`config.mk`:
```
export PLATFORM = sky130hd
export DESIGN_NAME = uart_rx_flat
export DESIGN_NICKNAME = d
export VERILOG_FILES = /design/src/rtl/uart_pkg.sv /design/src/rtl/uart_rx_if.sv /design/src/rtl/uart_rx_sync_2ff.sv /design/src/rtl/uart_rx.sv /design/src/flat_wrapper.sv
export SDC_FILE = /design/constraint.sdc
export NUM_CORES = 1
export LEC_CHECK = 0
export ABC_AREA = 1
export CAP_MARGIN = 30
export CORE_ASPECT_RATIO = 1.75
export CORE_MARGIN = 2
export CORE_UTILIZATION = 27
export CTS_CLUSTER_DIAMETER = 30
export DETAILED_ROUTE_END_ITERATION = 8
export DONT_BUFFER_PORTS = 1
export GPL_ROUTABILITY_DRIVEN = 1
export HOLD_SLACK_MARGIN = 0.06
export PLACE_DENSITY_LB_ADDON = 0.2
export SLEW_MARGIN = 20
export SYNTH_ARGS = -nofsm -noshare
export SYNTH_HDL_FRONTEND = slang
export SYNTH_SLANG_ARGS = --single-unit
```
`constraint.sdc`:
```
create_clock -name hwclk -period 1.8 [get_ports hwclk]
set_input_delay 0.27 -clock hwclk [delete_from_list [all_inputs] [get_ports hwclk]]
set_output_delay 0.27 -clock hwclk [all_outputs]
set_load 0.05 [all_outputs]
```
`src/rtl/uart_pkg.sv`:
```
// Shared UART definitions: receiver/transmitter FSM states, 8N1 frame constants
// and the bit-timing helper.
package uart_pkg;

    typedef enum logic [1:0] {
        IDLE  = 2'd0,
        START = 2'd1,
        DATA  = 2'd2,
        STOP  = 2'd3
    } uart_state_t;

    localparam logic        START_BIT   = 1'b0;
    localparam logic        STOP_BIT    = 1'b1;
    localparam int unsigned FRAME_DBITS = 8;
    localparam int unsigned FRAME_SBITS = 1;

    function automatic int unsigned clks_per_bit(input int unsigned src_clk,
                                                 input int unsigned baud);
        return src_clk / baud;
    endfunction

endpackage

```
`src/rtl/uart_rx_if.sv`:
```
// Receive-side consumer interface: byte handshake, sticky error flags and status.
interface uart_rx_if #(parameter int unsigned DATA_W = 8);

    logic [DATA_W-1:0] rx_data;
    logic              rx_valid;
    logic              rx_ready;
    logic              frame_err;
    logic              overrun;
    logic              clr_err;
    logic              busy;

    modport master (
        output rx_data, rx_valid, frame_err, overrun, busy,
        input  rx_ready, clr_err
    );

    modport slave (
        input  rx_data, rx_valid, frame_err, overrun, busy,
        output rx_ready, clr_err
    );

endinterface

```
`src/rtl/uart_rx_sync_2ff.sv`:
```
// Two-flop synchronizer for a single asynchronous input (ftdi_rx, pushbuttons).
module sync_2ff #(
    parameter logic RST_VAL = 1'b1
) (
    input  logic i_clk,
    input  logic i_rst_n,
    input  logic i_d,
    output logic o_q
);

    logic [1:0] r_sync;

    always_ff @(posedge i_clk or negedge i_rst_n) begin
        if (!i_rst_n) r_sync <= {2{RST_VAL}};
        else          r_sync <= {r_sync[0], i_d};
    end

    assign o_q = r_sync[1];

endmodule

```
`src/rtl/uart_rx.sv`:
```
// 8N1 UART receiver: centre-sampled bits timed from hwclk, one-entry holding
// register on a valid/ready handshake, sticky framing and overrun flags.
module uart_rx
    import uart_pkg::*;
#(
    parameter int unsigned SOURCE_CLK = 12000000,
    parameter int unsigned TARGET_CLK = 9600,
    parameter int unsigned CNTR_W     = 32,
    parameter int unsigned DATA_W     = 8
) (
    input  logic       hwclk,
    input  logic       rst_n,
    input  logic       ftdi_rx,
    uart_rx_if.master  rx
);

    localparam int unsigned       CPB_I    = clks_per_bit(SOURCE_CLK, TARGET_CLK);
    localparam logic [CNTR_W-1:0] CPB_M1   = CNTR_W'(CPB_I - 1);
    localparam logic [CNTR_W-1:0] HALF_M1  = CNTR_W'(CPB_I / 2 - 1);
    localparam int unsigned       IDX_W    = $clog2(DATA_W + 1);
    localparam logic [IDX_W-1:0]  LAST_IDX = IDX_W'(DATA_W - 1);

    if (CPB_I < 4) begin : g_bad_cpb
        $error("uart_rx: SOURCE_CLK/TARGET_CLK must be at least 4");
    end

    uart_state_t       r_state, w_next;
    logic [CNTR_W-1:0] r_cnt;
    logic [CNTR_W-1:0] w_limit;
    logic              w_tick;
    logic [IDX_W-1:0]  r_bit_idx;
    logic [DATA_W-1:0] r_shreg;
    logic [DATA_W-1:0] r_data;
    logic              r_valid, r_frame_err, r_overrun;
    logic              w_rxs, w_busy, w_shift, w_stop_smp, w_deliver, w_bad_stop;
    logic              w_load;

    sync_2ff #(.RST_VAL(1'b1)) u_sync (
        .i_clk   (hwclk),
        .i_rst_n (rst_n),
        .i_d     (ftdi_rx),
        .o_q     (w_rxs)
    );

    // START waits half a bit so every later sample lands at bit centre
    assign w_limit = (r_state == START) ? HALF_M1 : CPB_M1;
    assign w_tick  = (r_cnt == w_limit);

    always_ff @(posedge hwclk or negedge rst_n) begin
        if (!rst_n) r_state <= IDLE;
        else        r_state <= w_next;
    end

    always_comb begin
        w_next = r_state;
        case (r_state)
            IDLE:    if (w_rxs == START_BIT) w_next = START;
            START:   if (w_tick) w_next = (w_rxs == START_BIT) ? DATA : IDLE;
            DATA:    if (w_tick && (r_bit_idx == LAST_IDX)) w_next = STOP;
            STOP:    if (w_tick) w_next = IDLE;
            default: w_next = IDLE;
        endcase
    end

    always_comb begin
        w_busy     = (r_state != IDLE);
        w_shift    = (r_state == DATA) && w_tick;
        w_stop_smp = (r_state == STOP) && w_tick;
        w_deliver  = w_stop_smp && (w_rxs == STOP_BIT);
        w_bad_stop = w_stop_smp && (w_rxs != STOP_BIT);
        w_load     = w_deliver && (!r_valid || rx.rx_ready);
    end

    always_ff @(posedge hwclk or negedge rst_n) begin
        if (!rst_n) begin
            r_cnt     <= '0;
            r_bit_idx <= '0;
            r_shreg   <= '0;
        end else begin
            r_cnt <= ((r_state == IDLE) || w_tick) ? '0 : r_cnt + 1'b1;
            if (r_state == START) r_bit_idx <= '0;
            else if (w_shift)     r_bit_idx <= r_bit_idx + 1'b1;
            if (w_shift) r_shreg <= {w_rxs, r_shreg[DATA_W-1:1]};
        end
    end

    // a byte arriving on the same edge the old one is taken refills the slot
    always_ff @(posedge hwclk or negedge rst_n) begin
        if (!rst_n) begin
            r_data      <= '0;
            r_valid     <= 1'b0;
            r_frame_err <= 1'b0;
            r_overrun   <= 1'b0;
        end else begin
            if (w_load) begin
                r_data  <= r_shreg;
                r_valid <= 1'b1;
            end else if (r_valid && rx.rx_ready) begin
                r_valid <= 1'b0;
            end
            if (w_deliver && !w_load) r_overrun <= 1'b1;
            else if (rx.clr_err)      r_overrun <= 1'b0;
            if (w_bad_stop)           r_frame_err <= 1'b1;
            else if (rx.clr_err)      r_frame_err <= 1'b0;
        end
    end

    assign rx.rx_data   = r_data;
    assign rx.rx_valid  = r_valid;
    assign rx.frame_err = r_frame_err;
    assign rx.overrun   = r_overrun;
    assign rx.busy      = w_busy;

endmodule

```
`src/flat_wrapper.sv`:
```
// flat-port wrapper written by rule: the top's interface ports become plain ports
module uart_rx_flat import uart_pkg::*;
#(
    parameter int unsigned SOURCE_CLK = 12000000,
    parameter int unsigned TARGET_CLK = 9600,
    parameter int unsigned CNTR_W     = 32,
    parameter int unsigned DATA_W     = 8
)
  (hwclk, rst_n, ftdi_rx, rx_rx_data, rx_rx_valid, rx_frame_err, rx_overrun, rx_busy, rx_rx_ready, rx_clr_err);
  uart_rx_if #(.DATA_W(DATA_W)) rx_i ();
  input  logic hwclk;
  input  logic rst_n;
  input  logic ftdi_rx;
  output wire logic [$bits(rx_i.rx_data)-1:0] rx_rx_data;
  output wire logic [$bits(rx_i.rx_valid)-1:0] rx_rx_valid;
  output wire logic [$bits(rx_i.frame_err)-1:0] rx_frame_err;
  output wire logic [$bits(rx_i.overrun)-1:0] rx_overrun;
  output wire logic [$bits(rx_i.busy)-1:0] rx_busy;
  input wire logic [$bits(rx_i.rx_ready)-1:0] rx_rx_ready;
  input wire logic [$bits(rx_i.clr_err)-1:0] rx_clr_err;
  assign rx_rx_data = rx_i.rx_data;
  assign rx_rx_valid = rx_i.rx_valid;
  assign rx_frame_err = rx_i.frame_err;
  assign rx_overrun = rx_i.overrun;
  assign rx_busy = rx_i.busy;
  assign rx_i.rx_ready = rx_rx_ready;
  assign rx_i.clr_err = rx_clr_err;
  uart_rx #(.SOURCE_CLK(SOURCE_CLK), .TARGET_CLK(TARGET_CLK), .CNTR_W(CNTR_W), .DATA_W(DATA_W)) u_core (.hwclk(hwclk), .rst_n(rst_n), .ftdi_rx(ftdi_rx), .rx(rx_i));
endmodule
```
* Word-level counts from Yosys, hierarchy flattened *
Cells that the tools add are included.

cells by class
  add/sub/neg operators = 2
  multipliers = 0
  div/mod/pow operators = 0
  $lt $le $gt $ge = 0
  equality and inequality tests = 9
  shift operators = 0
  multiplexer cells = 15
  bitwise operators = 1
  reduce and logical (&&, ||, !) cells = 19

operator list
  cell                                                   count
  adder 32 x 1 -> 32 bit, second input constant          1
  == test 32 bit                                         1
  two-way mux 32 bit                                     1
  two-way mux 11 bit                                     1
  two-way mux 2 bit                                      5
  nonzero test 2 bit                                     5
  logical AND 1 bit                                      8
  two-way mux 4 bit                                      2
  one-hot mux 2 bit (4 select lines)                     1
  inequality test 2 x 1 -> 1 bit, second input constant  3
  two-way mux 1 bit                                      5
  adder 4 x 1 -> 4 bit, second input constant            1
  == test 2 bit, second input constant                   2
  == test 4 x 3 -> 1 bit, second input constant          1
  AND reduction 4 bit                                    1
  == test 2 x 1 -> 1 bit, second input constant          1
  logical NOT 1 bit                                      2
  logical NOT 2 bit                                      1
  logical OR 1 bit                                       2
  inequality test 2 bit, second input constant           1
  NOT 1 bit                                              1

storage, ports and cells
  bits in registers = 59
  bits in latches = 0
  bits in writable memories = 0
  bits in read-only memories = 0
  input port bits = 5
  output and inout bits = 12
  logic and storage cells = 55
  memories kept = 0

* Longest topological paths before layout *
  depth after elaboration = 9
  mapped depth = 12
  mapped depth without buffers = 11

* Hierarchy *
From an unflattened synthesis, not the netlist that was laid out.

unflattened totals
  cells, all modules = 378
  area, all modules = 3,014.1 µm²

by module, submodules not included
  module    instances  cells an instance  area each (µm²)  seq. area each (µm²)
  uart_rx   1          376                2,961.6          1,426.4
  sync_2ff  1          2                  52.6             52.6

* Worst setup path before layout *
Ideal clock, no wire load.

  path type = register -> register
  from = register u_core.r_cnt[0]
  to = register u_core.r_cnt[14]
  setup time = 121 ps
  arrival time = 1,435 ps
  required time = 1,679 ps
  path slack = 244 ps
  cell stages (with the launch flop) = 10
  buffers on the path = 0
  clock period less this slack = 1,556 ps
  cells stage by stage = dfrtp_1 -> ha_1 -> nand2_1 -> nor2_1 -> inv_1 -> nor2_1 -> nand2_1 -> nor2_1 -> xor2_1 -> nor2_1

on the way
  longest elaborated chain between the ends = 3
  elaborated cells between the ends (all ways) = 4
  those cells by class = add/sub (1); eq/ne (1); mux (1); reduce/logical (1)

ends and longest elaborated chain
  element                                                         RTL line       source
  start, declared                                                 uart_rx.sv:28  logic [CNTR_W-1:0] r_cnt;
  start signal, assigned                                          uart_rx.sv:80  r_cnt <= ((r_state == IDLE) || w_tick) ? '0 : r_cnt + 1'b1;
  branches (longest 2 deep; another with adder 32 x 1 -> 32 bit)  n/a
  two-way mux 32 bit (*)                                          uart_rx.sv:80

Every way passes the cells marked *.
A chain may end at the register's enable or synchronous reset.

* Worst setup path in the final report *
  from = register u_core.r_cnt[1]
  to = register u_core.r_cnt[14]

Same word-level chain as after synthesis.

==> impl_summary.md <==
Outcome
The flow ran to the end, but the final reports show violations. The checks that failed: design-rule violations.

Logic synthesis
The cell area that synthesis handed to floorplanning was approximately 3200 µm². The number of enable-type register cells in the synthesized netlist is 0. The share of synthesized area in the top cell type comes to 0.450. The average cell area after synthesis is between 7 and 8 µm². In the post-synthesis netlist, the cell with the most instances is nand2_1. The synthesis warning total is 0. Yosys attributes the largest share of cell area to dfrtp_1 45%, nand2_1 12%, nor2_1 9.0%, inv_1 5.1%, nand4_1 3.9%. The post-synthesis instance total is around 410. Counting every net in the synthesized netlist gives around 420.

Sorting the synthesized cells by how often they occur yields 100 x nand2_1, 76 x nor2_1, 57 x dfrtp_1. Of the synthesized area, sequential elements account for 0.467. The proportion of synthesized flip-flops having asynchronous set or reset is 1.00. The predominant post-synthesis flop cell is dfrtp_1.

The biggest area contributor in the post-synthesis netlist is dfrtp_1. The number of distinct library cells after synthesis is 33. The synthesized design contains just under 60 register bits.

STA
The worst max-slew margin expressed relative to the limit is 0.683. The final critical-path required period is roughly 1700 ps. The final setup violation count is 0.

The fraction of the cycle the final worst path needs is 0.941. The actual transition at the worst max-transition pin is 476 ps. Setup repair after global routing could not meet its margin everywhere. For this run, the top clock speed supported by timing is ~590 MHz. The count of endpoints failing hold in the final timing report is 0.

Between clock sinks in the finished design, the worst skew comes to approximately 6.7 ps. For the final routed database, the setup TNS stands at 0 ps. The final critical-path setup slack is around 110 ps. The count of final max-slew check failures came to 0.

Drt
The met1 wire length is between 3000 and 4000 µm. The wire length per cell after detailed routing is 14.5 µm. The number of iterations in the first detailed-routing pass is 8. The highest metal layer carrying signal wires in the routed design is met4. The routed design has 8580 µm of wire. Summed over all nets, wire length on met2 after detailed routing comes to ~4800 µm. After detailed routing, the number of vias per cell comes to between 4 and 5. The iteration-0 DRC count of the detailed router is 89. The via total after detailed routing is around 2,800. The post-route antenna net violation count is 0. After detailed routing, the met3 layer carries approximately 220 µm of wire. In the routed design, unresolved DRC markers number 2.

Place
The worst setup timing slack at the placement stage is ~34 ps. Port buffering added 0 buffers. Once placement completed, the tool counted placed cells totaling 570. The final RePlAce weighted congestion is ~0.91.

The detailed placer's ending HPWL is roughly 6400 µm.

GRT
The total congestion overflow is 0. The maximum number of pins on one net before global-route repair is 60. The number of global-route vias before repair came to 2,873.

For this run, the total global-route usage over all layers was measured as 0.145. The first global-routing pass estimated approximately 14,000 µm of wire. The initial antenna violation count is 0.

Layout
Relative to the synthesized area, the layout overhead comes to 26.4%. The number of nets in the finished design is ~460. The proportion of layout cells with a drive suffix above 1 is 0.184. Once layout is complete, the utilization of the core stands at 0.348. Counting the fill cells in the layout gives 1,186. The area occupied by multi-input gates is around 1500 µm². The number of antenna diodes is 0. After the flow finishes, the layout carries non-filler instances totaling 591. Summing all flip-flop and latch instances after layout gives roughly 1500 µm².

Die
The total area inside the core boundary comes to roughly 12,000 µm². The floorplan step set the die width to 85.9 µm. The height of the die is roughly 150 µm. The die covers ~13,000 µm².

The initial utilization of the core area, before any placement, comes to 0.275. In this run the count of I/O pins placed on the die edge is 17. The floorplan has 52 rows.

Min path
The tightest min-delay check is of the input pin to register type.

Clock network
The clock tree synthesis step divided the H-tree into 3 levels. The root cell of the clock tree is clkbuf_16. TritonCTS built the clock tree. In this run, CTS created clock tree buffers numbering 9.

The largest buffer count on any clock path is 2. After clock tree synthesis, the clock-pin slew on the worst setup and hold paths is approximately 50 ps. The sink count of the clock tree is slightly below 60. The clock latency reported for the late side of the worst-skew pair is between 300 and 400 ps.

Power
In this run the power spent charging and discharging nets is between 600 and 700 µW. The clock share of power is 0.578. The share of total power dissipated in combinational logic is 0.013. The power density over cell area is 816 nW/µm². The total internal power is between 2000 and 3000 µW. The leakage power is 0.00194 µW. Of the total power, the share spent switching nets is 0.196. The worst-case IR drop observed on VDD is about 0.4 mV. Of the total power, registers draw 0.409.

Worst setup path
STA classifies the critical path startpoint as a register. At the worst endpoint, the arrival time is 1900 ps. The type of element capturing the critical path is a register. STA puts the critical path data required time at 2010 ps. The type of the worst setup path is register to register. The largest fanout of any net on the critical path is 3.

Flow run
The number of max-cap violations is 0.
[area by class of cell]
type,instances,share of cell area
multi-input cells,296,0.379
flip-flops and latches,59,0.370
repair buffers,39,0.0834
clock buffers,12,0.0640
inverters,46,0.0437
well taps,135,0.0422
clock inverters,4,0.0181
[worst paths after layout]
path	endpoint	slack, ps	start	cells after the start
max reg2reg	u_core.r_cnt[14]$_DFF_PN0_	110	u_core.r_cnt[1]$_DFF_PN0_	10
min	u_core.rx.frame_err$_DFFE_PN0P_	110	rx_clr_err	3
min reg2reg	u_core.u_sync.r_sync[1]$_DFF_PN1_	350	u_core.u_sync.r_sync[0]$_DFF_PN1_	0
max	u_core.r_cnt[14]$_DFF_PN0_	110	u_core.r_cnt[1]$_DFF_PN0_	10
min in group asynchronous	u_core.r_bit_idx[1]$_DFFE_PN0P_	490	rst_n	2
max in group asynchronous	u_core.u_sync.r_sync[0]$_DFF_PN1_	1040	rst_n	2
[power by group through the flow]
| stage | combinational [µW] | sequential (µW) | clock (µW) |
|---|---|---|---|
| 2_1_floorplan | 7.83 | 1360 | 0 |
| 4_1_cts | 44.1 | 1340 | 1940 |
| 6_report | 40.9 | 1340 | 1890 |
| 5_1_grt | 48.1 | 1340 | 2010 |
| 3_5_place_dp | 3.98 | 1360 | 0 |
| 3_3_place_gp | 3.68 | 1360 | 0 |
[worst max-delay path, cell delays in order (launching register included)]
cell and delay, ps:
dfrtp_1 370, ha_1 180, nand2_1 80, nor2_2 120, inv_1 80, nor2_2 110, nand2_1 130, nor2_2 180
buf_4 150, xor2_1 140, nor2_1 50
[layer usage]
layer | GRT usage | vias up
li1 | - | 1391
met1 | 0.139 | 1290
met2 | 0.271 | 57
met3 | 0.0303 | 27
met4 | 0.0913 | 0
met5 | 0 | -
[kinds of logic after synthesis]
family / after synthesis / share of synthesized area
xor gates and xnor gates: 22 / 0.0608
adders and majority gates: 2 / 0.00789
buffers and inverters: 54 / 0.0746
and+or+nand+nor: 250 / 0.351
AOI/OAI and AO/OA: 22 / 0.0395
DFF: 59 / 0.467
[sequential cells by signal, summed over array words and instances (netlist names), named ones only]
signal / cells
u_core.rx.frame_err: 1
u_core.rx.overrun: 1
u_core.r_shreg: 8
u_core.u_sync.r_sync: 2
u_core.rx.rx_valid: 1
u_core.r_bit_idx: 4
u_core.rx.rx_data: 8
u_core.r_cnt: 32
u_core.r_state: 1
[per-stage QoR]
stage / instance area (µm²) / hold slack (ps) / total power (µW)
2_1_floorplan: 3170 / -25.6 / 1360
3_5_place_dp: 3540 / -23.6 / 1360
3_3_place_gp: 3540 / -23.1 / 1360
6_report: 4010 / 106 / 3270
5_1_grt: 4010 / 120 / 3390
4_1_cts: 3920 / 101 / 3320
[placed cells by master, fill, tap and decap left out, drive strengths merged]
master,Yosys,final
dfstp,2,2
clkinvlp,0,1
nand2,106,106
and3,1,1
xor2,14,14
nor2,81,81
nand4,21,21
dlygate4sd3,0,2
dfrtp,57,57
clkbuf,1,12
nor3b,3,3
o21a,4,4
xnor2,8,8
nor4,1,1
clkinv,0,1
bufinv,0,2
ha,2,2
nand3b,1,1
o21ai,10,10
and2,1,1
a21oi,7,7
nor3,20,20
nand3,15,15
buf,7,37
a31oi,1,1
inv,46,46
[repair_timing]
action / in CTS / in global routing
hold endpoints to repair: 60 / 0
setup endpoints to repair: 0 / 54
setup buffers: 0 / 2
hold buffers: 3 / 0
resized for setup: 0 / 18
No activity file was read; power rests on OpenSTA's default activity.
